[config.mk]
export PLATFORM = sky130hd
export DESIGN_NAME = prbs_arbiter
export DESIGN_NICKNAME = d
export VERILOG_FILES = /design/src/rtl/prbs_arbiter.sv
export SDC_FILE = /design/constraint.sdc
export NUM_CORES = 1
export LEC_CHECK = 0
export CELL_PAD_IN_SITES_DETAIL_PLACEMENT = 0
export CELL_PAD_IN_SITES_GLOBAL_PLACEMENT = 1
export CORE_MARGIN = 2
export CORE_UTILIZATION = 40
export CTS_CLUSTER_SIZE = 10
export DETAILED_ROUTE_END_ITERATION = 12
export PLACE_DENSITY_LB_ADDON = 0.3
export SYNTH_ARGS = -nofsm -noshare
export SYNTH_HDL_FRONTEND = slang
export SYNTH_SLANG_ARGS = --single-unit
[constraint.sdc]
create_clock -name clk -period 3.03 [get_ports clk]
set_clock_uncertainty 0.1 [all_clocks]
set_input_delay 0.7575 -clock clk [delete_from_list [all_inputs] [get_ports clk]]
set_output_delay 0.7575 -clock clk [all_outputs]
set_load 0.01 [all_outputs]
[src/rtl/prbs_arbiter.sv]
// Round-robin arbiter granting bursts of 4-bit PRBS beats; grant/valid are registered one edge after arbitration, a dropped request ends the burst on the following cycle.
// Optional PRBS_ARBITER_LOCKUP_GUARD_EN: a zero seed is replaced by 4'hF so the generator can never lock up.
module prbs_arbiter #(
    parameter int NREQ      = 4,
    parameter int BURST_LEN = 4
) (
    input  logic                    clk,
    input  logic                    RSTn,
    input  logic [NREQ-1:0]         req,
    input  logic                    seed_load,
    input  logic [3:0]              seed_val,
    output logic [NREQ-1:0]         gnt,
    output logic                    rnd_valid,
    output logic [3:0]              rnd_data,
    output logic [$clog2(NREQ)-1:0] rnd_id,
    output logic                    busy
);
    localparam int IDW = $clog2(NREQ);

    typedef enum logic {
        IDLE  = 1'b0,
        BURST = 1'b1
    } state_t;

    state_t          state_q, state_d;
    logic [3:0]      gen_q, gen_d;
    logic [IDW-1:0]  rr_ptr_q, rr_ptr_d;
    logic [3:0]      cnt_q, cnt_d;
    logic [NREQ-1:0] gnt_q, gnt_d;
    logic            rnd_valid_q, rnd_valid_d;
    logic [IDW-1:0]  rnd_id_q, rnd_id_d;
    logic            busy_q, busy_d;

    logic [3:0]      seed_eff;
    logic            pick_found;
    logic [IDW-1:0]  pick;
    logic            last_beat;

    always_comb begin
`ifdef PRBS_ARBITER_LOCKUP_GUARD_EN
        seed_eff = (seed_val == 4'h0) ? 4'hF : seed_val;
`else
        seed_eff = seed_val;
`endif
    end

    // Round-robin search starting at rr_ptr, wrapping modulo NREQ.
    always_comb begin
        int j;
        j          = 0;
        pick_found = 1'b0;
        pick       = '0;
        for (int i = 0; i < NREQ; i++) begin
            j = int'(rr_ptr_q) + i;
            if (j >= NREQ) begin
                j = j - NREQ;
            end
            if (!pick_found && req[j]) begin
                pick_found = 1'b1;
                pick       = IDW'(j);
            end
        end
    end

    assign last_beat = (cnt_q == 4'(BURST_LEN - 1));

    always_comb begin
        state_d     = state_q;
        gen_d       = gen_q;
        rr_ptr_d    = rr_ptr_q;
        cnt_d       = cnt_q;
        gnt_d       = gnt_q;
        rnd_valid_d = rnd_valid_q;
        rnd_id_d    = rnd_id_q;
        busy_d      = busy_q;

        // Generator only steps on a cycle where a beat is actually delivered.
        if (rnd_valid_q) begin
            gen_d = {gen_q[2:0], gen_q[3] ^ gen_q[2]};
        end

        case (state_q)
            IDLE: begin
                if (seed_load) begin
                    gen_d = seed_eff;
                end else if (pick_found) begin
                    state_d        = BURST;
                    cnt_d          = 4'd0;
                    gnt_d          = '0;
                    gnt_d[pick]    = 1'b1;
                    rnd_valid_d    = 1'b1;
                    rnd_id_d       = pick;
                    busy_d         = 1'b1;
                end
            end
            BURST: begin
                cnt_d = cnt_q + 4'd1;
                if (last_beat || !req[rnd_id_q]) begin
                    state_d     = IDLE;
                    cnt_d       = 4'd0;
                    gnt_d       = '0;
                    rnd_valid_d = 1'b0;
                    rnd_id_d    = '0;
                    busy_d      = 1'b0;
                    rr_ptr_d    = (int'(rnd_id_q) == NREQ - 1) ? '0 : rnd_id_q + 1'b1;
                end
            end
            default: begin
                state_d = IDLE;
            end
        endcase
    end

    always_ff @(posedge clk or negedge RSTn) begin
        if (!RSTn) begin
            state_q     <= IDLE;
            gen_q       <= 4'hF;
            rr_ptr_q    <= '0;
            cnt_q       <= 4'd0;
            gnt_q       <= '0;
            rnd_valid_q <= 1'b0;
            rnd_id_q    <= '0;
            busy_q      <= 1'b0;
        end else begin
            state_q     <= state_d;
            gen_q       <= gen_d;
            rr_ptr_q    <= rr_ptr_d;
            cnt_q       <= cnt_d;
            gnt_q       <= gnt_d;
            rnd_valid_q <= rnd_valid_d;
            rnd_id_q    <= rnd_id_d;
            busy_q      <= busy_d;
        end
    end

    assign gnt       = gnt_q;
    assign rnd_valid = rnd_valid_q;
    assign rnd_data  = gen_q;
    assign rnd_id    = rnd_id_q;
    assign busy      = busy_q;

endmodule

Yosys cells after proc, flatten, opt, wreduce, memory -nomap -nowiden
Cells that the tools add are included.
{ "word_totals": {"register_bits": 18, "word_cells": 98, "output_inout_bits": 12} }
{ "classes": {"eq_ne": 5, "mux": 52, "n_reduce_logical": 12, "bitwise": 2, "n_addsub": 9, "magnitude_cmp": 11} }
{ "op_table": {"columns": ["op", "count"], "rows": [
  ["less-than comparator 32 x 4 -> 1 bit, second input constant", 4],
  ["2-to-1 mux 32 bit", 4],
  ["2-to-1 mux 4 bit", 9],
  ["2-to-1 mux 1 bit", 20],
  ["2-to-1 mux 2 bit", 8],
  ["case mux 4 bit (2 select lines)", 2],
  ["subtractor 3 x 3 -> 4 bit, second input constant", 3],
  ["binary-select mux 1 bit (select 2 bit)", 5],
  [">= comparator 3 bit, second input constant", 3],
  ["adder 2 x 2 -> 3 bit, second input constant", 2],
  ["less-than comparator 2 x 3 -> 1 bit, second input constant", 2],
  ["adder 4 x 1 -> 4 bit, second input constant", 1],
  ["equality test 4 x 2 -> 1 bit, second input constant", 1],
  ["logical AND 1 bit", 4],
  ["zero test 1 bit", 4],
  ["inequality test 2 bit, second input constant", 2],
  ["case mux 1 bit (2 select lines)", 2],
  ["case mux 2 bit (2 select lines)", 1],
  ["AND reduction 2 bit", 2],
  ["subtractor 2 x 3 -> 4 bit, second input constant", 1],
  ["adder 2 x 1 -> 3 bit, second input constant", 1],
  [">= comparator 2 x 3 -> 1 bit, second input constant", 1],
  ["AND reduction 3 bit", 1],
  ["adder 2 x 1 -> 2 bit, second input constant", 1],
  ["7 further kinds", 7]
]} }

Logic depth before layout (Yosys ltp)
Gate-level depths: netlist of run 1.
{ "depth": {"depth_word": 22, "mapped_depth": 5, "depth_no_buf": 5} }

Worst setup path after synthesis of run 1
OpenSTA, ideal clock, no wires.
{ "synth_path": {"kind": "input port to flip-flop", "startpoint": "input port req[3]", "endpoint": "register rr_ptr_q[1]", "stages": 4, "setup_slack_ns": 1.107, "required_time_ns": 2.802, "setup_ns": 0.128, "arrival_time_ns": 1.696, "cell_sequence": "mux4_2 > nand2_1 > nand2_1 > mux2_1"} }
{ "synth_via": {"elab_chain_len": 5} }
{ "synth_rtl": {"columns": ["element", "line", "rtl"], "rows": [
  ["start: declaration", "9", "input logic [NREQ-1:0] req,"],
  ["binary-select mux 1 bit (select 2 bit)", "98", "if (last_beat || !req[rnd_id_q]) begin"],
  ["2-to-1 mux 1 bit (implied by the code)", "98", null],
  ["zero test 1 bit", "98", null],
  ["logical OR 1 bit", "98", null],
  ["AND reduction 2 bit (no source line)", null, null],
  ["end signal: assignment", "127", "rr_ptr_q <= rr_ptr_d;"],
  ["end: declaration", "27", "logic [IDW-1:0] rr_ptr_q, rr_ptr_d;"]
]} }
No other way between the ends. The select of a mux whose other input is x is not followed.
A chain may end at the register's enable or synchronous reset.

==> flow_summary.json, run 1 <==
{
  "slew-limit-headroom_pct": 46.7,
  "worst_path_max_delay_cell": "clkdlybuf4s50_1",
  "grt_pass1_vias": 723,
  "design_area_sq_mm": 0.00122,
  "die_w_microns": 52.9,
  "synth_xor_area_share_pct": 0.917,
  "slew_violations": 0,
  "rsz0062_at_grt": "false",
  "slowest_delay_ns": 0.60,
  "cts_setup_buffers": 0,
  "hp-class": "register to register",
  "cp.required_ns": 2.17,
  "grt_overflow": 0,
  "cts_hold_buffers": 0,
  "final_hold_viol_count": 0,
  "ant_nets": 0,
  "p_leak_nw": 0.528,
  "synth_fa_ha_area_share_pct": 2.62,
  "cts_resized": 0,
  "cts.path.max_buffers": 2,
  "fp.dieH_microns": 52.9,
  "area_growth_pct": 27.9,
  "met2_length_microns": 921,
  "core_area_sq_mm": 0.00223,
  "synth.mux.area_fraction_pct": 10.1,
  "nets": 125,
  "clkTransAtPathRegs_ns": 0.10,
  "seqCellArea_sq_um": 455,
  "synth-edff-count": 0,
  "p_int_mw": 0.713,
  "synth_top_cell_by_area": "dfrtp_1",
  "layout_common_cells": "clkdlybuf4s50_1 (22), dfrtp_1 (14), a21oi_1 (8), nor2_1 (7), nand2_1 (7)",
  "timing.hold.ws_ns": 0.426,
  "route.top_layer_used": "met4",
  "synth_area_sq_um": 955,
  "wl_met1_microns": 982,
  "numCtsBuffers": 3,
  "start_util_pct": 42.7,
  "nFillCells": 211,
  "syn_area_per_cell_sq_um": 10.8,
  "share_seq_of_total_power_pct": 42.3,
  "synth-simple-area-share_pct": 17.4,
  "grt_max_degree": 19,
  "tightestPinTransition_ns": 0.797,
  "ys_seq_area_share_pct": 47.7,
  "synth_nets": 101,
  "routed_wl_microns": 1990,
  "track_usage_pct": 16.8,
  "dieArea_sq_mm": 0.00279,
  "place_area_sq_mm": 0.00119,
  "status": "complete, no violations",
  "power.switching_mw": 0.414,
  "power.density_mw_per_mm2": 923,
  "viasPerCell": 5.39,
  "cts_num_sinks": 18,
  "multi_input_area_sq_um": 480,
  "htreeDepth": 1,
  "async_flop_share_pct": 100,
  "fin_util_pct": 54.7,
  "period_share_pct": 75.1,
  "fin_setup_tns_ns": 0,
  "cts_tree": "yes",
  "syn_inst": 88,
  "critPathArrivalTime_ns": 1.42,
  "drtPass1Iterations": 4,
  "crit_family": "buffers and inverters",
  "synth_area_leaders": "dfrtp_1 (37%), dfstp_2 (11%), a21oi_1 (4.2%), mux2i_1 (4.2%), a22o_1 (3.7%)",
  "power.share.clock_pct": 11.1,
  "rows": 17,
  "yosysTopAreaCellShare_pct": 36.7,
  "end_kind": "output port",
  "synth_compound_area_share_pct": 19.3,
  "gp_congestion": 0.758,
  "synth_top_flop_cell": "dfrtp_1",
  "drc": 0,
  "setup_viol": 0,
  "switching_share_pct": 36.7,
  "dp.final_hpwl_microns": 1510,
  "critPathLaunchType": "register",
  "layout_commonest_cell": "clkdlybuf4s50_1",
  "routedWlPerCell_microns": 14.3,
  "pwr-share-comb_pct": 46.6,
  "root_buffer": "clkbuf_4",
  "vias": 749,
  "boundaryPins": 23,
  "antenna_found_initial": 0,
  "worst-path-buf-inv": 1,
  "clock_latency_ns": 0.29,
  "grt_pass1_wl_microns": 3350,
  "initialDrtViolationCount": 11,
  "route.met3.wl_microns": 68,
  "drive_above_1_share_pct": 15.3,
  "yosysWarnings": 0,
  "synth_top_family_by_area": "compound AO/OA/AOI/OAI gates",
  "crit_type": "register to output port",
  "path_max_fanout": 8,
  "vdd_drop_max_uv": 540,
  "ys_ff_latch": 18,
  "cp_cell_sequence": "clkdlybuf4s50_1",
  "drv_cap": 0,
  "numPortBuffers": 22,
  "ys_types": 38,
  "num_antenna_cells": 0,
  "layout_min_cycle_time_ns": 2.28,
  "max_freq_ghz": 0.439
}
==> worst paths after layout <==
| check | startpoint | end | slack, ns | depth (start not counted) |
|---|---|---|---|---|
| min in group asynchronous | RSTn | rr_ptr_q[1] | 0.82 | 1 |
| setup reg to reg | cnt_q[0] | rr_ptr_q[1] | 1.20 | 5 |
| max in group asynchronous | RSTn | gnt[0] | 1.51 | 1 |
| setup / recovery | busy | rnd_valid | 0.75 | 1 |
| hold reg to reg | gnt[1] | gnt[1] | 0.43 | 1 |
| hold / removal | gnt[1] | gnt[1] | 0.43 | 1 |
==> metal layers <==
metal  vias up  GRT usage [%]
li1        374              -
met3         2           5.65
met4         0           6.41
met2        12           24.8
met1       361           22.6
met5         -              0
==> cell usage after synthesis, types with 2 or more instances <==
cell	n
dfrtp_1	14
a21o_1	2
ha_1	2
nand3_1	2
nand2_1	7
nor2_1	7
dfstp_2	4
nor4_2	2
a21oi_1	8
mux2i_1	4
a22o_1	4
mux2_1	2
o21ai_0	2
o2bb2ai_1	2
nand2b_1	2
o21a_1	2
==> power by group through the flow <==
stage	Combinational [mW]	Sequential [mW]	Clock [mW]
2_1_floorplan	0.309	0.475	0
3_3_place_gp	0.523	0.477	0
3_5_place_dp	0.530	0.478	0
4_1_cts	0.533	0.476	0.130
5_1_grt	0.582	0.494	0.145
6_report	0.525	0.477	0.125
==> logic make-up (layout without fill, tap and decap cells) <==
logic type                 after synthesis  in the layout
and+or+nand+nor                         29             29
AOI/OAI and AO/OA                       26             26
DFF                                     18             18
muxes                                    8              8
buffers and inverters                    4             27
adders and majority gates                2              2
xor gates and xnor gates                 1              1
==> cell type report <==
type	count	share of cell area [%]
sequential	18	37.3
clock buffer	4	2.15
inverter	1	0.307
timing repair buffer	22	18.0
multi-input combinational	66	39.3
tap	28	2.87
==> stage by stage <==
step,std cells,worst slack [ns],power [mW]
finish,139,0.753,1.13
detailed placement,135,0.455,1.01
global placement,135,0.494,0.999
global route,139,0.671,1.22
CTS,139,0.755,1.14
floorplan,88,1.11,0.783
==> state kept, by name, indices dropped and copies added, names as in the netlist <==
register  count
cnt_q         4
rnd_data      4
state_q       1
rr_ptr_q      2
gnt           4
rnd_id        2
busy          1
Power figures use the tool's default switching activity.
==> inputs of run 2 (changes only) <==
- CORE_UTILIZATION: 40 -> 33
- clock period: 3.03 -> 1.9 ns (I/O delays scaled with it)
==> flow_summary.json, run 2 (synthesis gave the netlist of run 1 again) <==
{
  "crit_family": "buffers and inverters",
  "rsz0062_at_grt": "false",
  "start_util_pct": 34.6,
  "track_usage_pct": 14.4,
  "clock_latency_ns": 0.29,
  "critPathArrivalTime_ns": 1.96,
  "period_share_pct": 98.3,
  "grt_overflow": 0,
  "status": "complete, no violations",
  "drv_cap": 0,
  "cts_hold_buffers": 0,
  "nets": 141,
  "end_kind": "register",
  "cp.required_ns": 1.99,
  "multi_input_area_sq_um": 499,
  "nFillCells": 267,
  "layout_commonest_cell": "buf_4",
  "layout_min_cycle_time_ns": 1.87,
  "drc": 0,
  "viasPerCell": 5.16,
  "crit_type": "input port to register",
  "vdd_drop_max_uv": 935,
  "slew_violations": 0,
  "fin_setup_tns_ns": 0,
  "drtPass1Iterations": 4,
  "slowest_delay_ns": 0.53,
  "tightestPinTransition_ns": 0.350,
  "core_area_sq_mm": 0.00276,
  "max_freq_ghz": 0.536,
  "slew-limit-headroom_pct": 76.5,
  "vias": 816,
  "timing.hold.ws_ns": 0.400,
  "drive_above_1_share_pct": 30.7,
  "setup_viol": 0,
  "layout_common_cells": "buf_4 (16), clkdlybuf4s50_1 (14), dfrtp_1 (12), a21oi_1 (8)",
  "initialDrtViolationCount": 15,
  "boundaryPins": 23,
  "area_growth_pct": 43.5,
  "grt_pass1_vias": 815,
  "design_area_sq_mm": 0.00137,
  "root_buffer": "clkbuf_4",
  "power.density_mw_per_mm2": 1430,
  "final_hold_viol_count": 0,
  "p_leak_nw": 0.630,
  "total_power_mw": 1.96,
  "hp-class": "input port to async pin",
  "grt_pass1_wl_microns": 3660,
  "clkTransAtPathRegs_ns": 0.11,
  "routed_wl_microns": 2200,
  "fp.dieH_microns": 57.8,
  "antenna_found_initial": 0,
  "ant_nets": 0,
  "cts.path.max_buffers": 2,
  "numPortBuffers": 22,
  "place_area_sq_mm": 0.00130,
  "gp_congestion": 0.794,
  "die_w_microns": 57.8,
  "rows": 19,
  "routedWlPerCell_microns": 13.9,
  "grt_max_degree": 19,
  "critPathLaunchType": "input port",
  "worst-path-buf-inv": 2,
  "path_max_fanout": 3,
  "dieArea_sq_mm": 0.00334,
  "dp.final_hpwl_microns": 1600,
  "worst_path_max_delay_cell": "clkdlybuf4s50_1",
  "htreeDepth": 1,
  "cts_tree": "yes",
  "numCtsBuffers": 3,
  "num_antenna_cells": 0,
  "cp_cell_sequence": "clkdlybuf4s50_1 -> buf_4 -> a21oi_1 -> or4_1 -> a32o_1",
  "cts_num_sinks": 18,
  "seqCellArea_sq_um": 458
}
## run 2: cell count changes in the layout (fill, tap and decap cells not counted), sizes merged
| cell | change |
|---|---|
| buf | +16 |
| clkdlybuf4s50 | -8 |
| dlygate4sd2 | +7 |
| dlymetal6s2s | +1 |
## run 2: worst paths after layout
kind                                    end  depth (start not counted)  slack [ns]      from
worst max-delay path                 gnt[2]                          5        0.03    req[1]
worst min-delay path               cnt_q[3]                          2        0.40      RSTn
worst max register to register  rr_ptr_q[0]                          5        0.10  cnt_q[0]
worst min register to register       gnt[0]                          1        0.41    gnt[0]
max in group asynchronous       rnd_data[3]                          2        1.04      RSTn
min in group clk                     gnt[0]                          1        0.41    gnt[0]
## run 2: through the flow
stage | utilization, % | setup WS [ns] | instances
after floorplan | - | 0.221 | 88
after global placement | 47.0 | -0.320 | 151
after detailed placement | 47.0 | -0.332 | 151
after CTS | 48.3 | 0.0189 | 155
after global routing | 49.7 | 0.000966 | 158
final | 49.7 | 0.0326 | 158
## run 2: metal layers
metal	global-route usage, %	up-vias	part of all wire, %
met5	0	-	0
met4	4.98	0	1.3
met3	4.91	4	5.3
met2	23.1	24	46
met1	18.1	386	48
li1	-	402	-
## run 2: report_power, final
| group | total, mW | internal, mW | switching (mW) |
|---|---|---|---|
| logic | 0.980 | 0.566 | 0.414 |
| clock network | 0.242 | 0.117 | 0.125 |
| registers | 0.739 | 0.573 | 0.167 |
| total | 1.96 | 1.26 | 0.706 |
## run 2: final cells by class
type,instances,share of cell area [%]
clock buffers,4,2.65
inverters,1,0.274
multi-input cells,66,36.4
repair buffers,38,24.4
flip-flops and latches,18,33.4
well taps,31,2.83
## run 2: what timing repair did
action / CTS / global route
setup buffers: 0 / 3
endpoints found under the setup margin: 9 / 6
resized for setup: 10 / 4
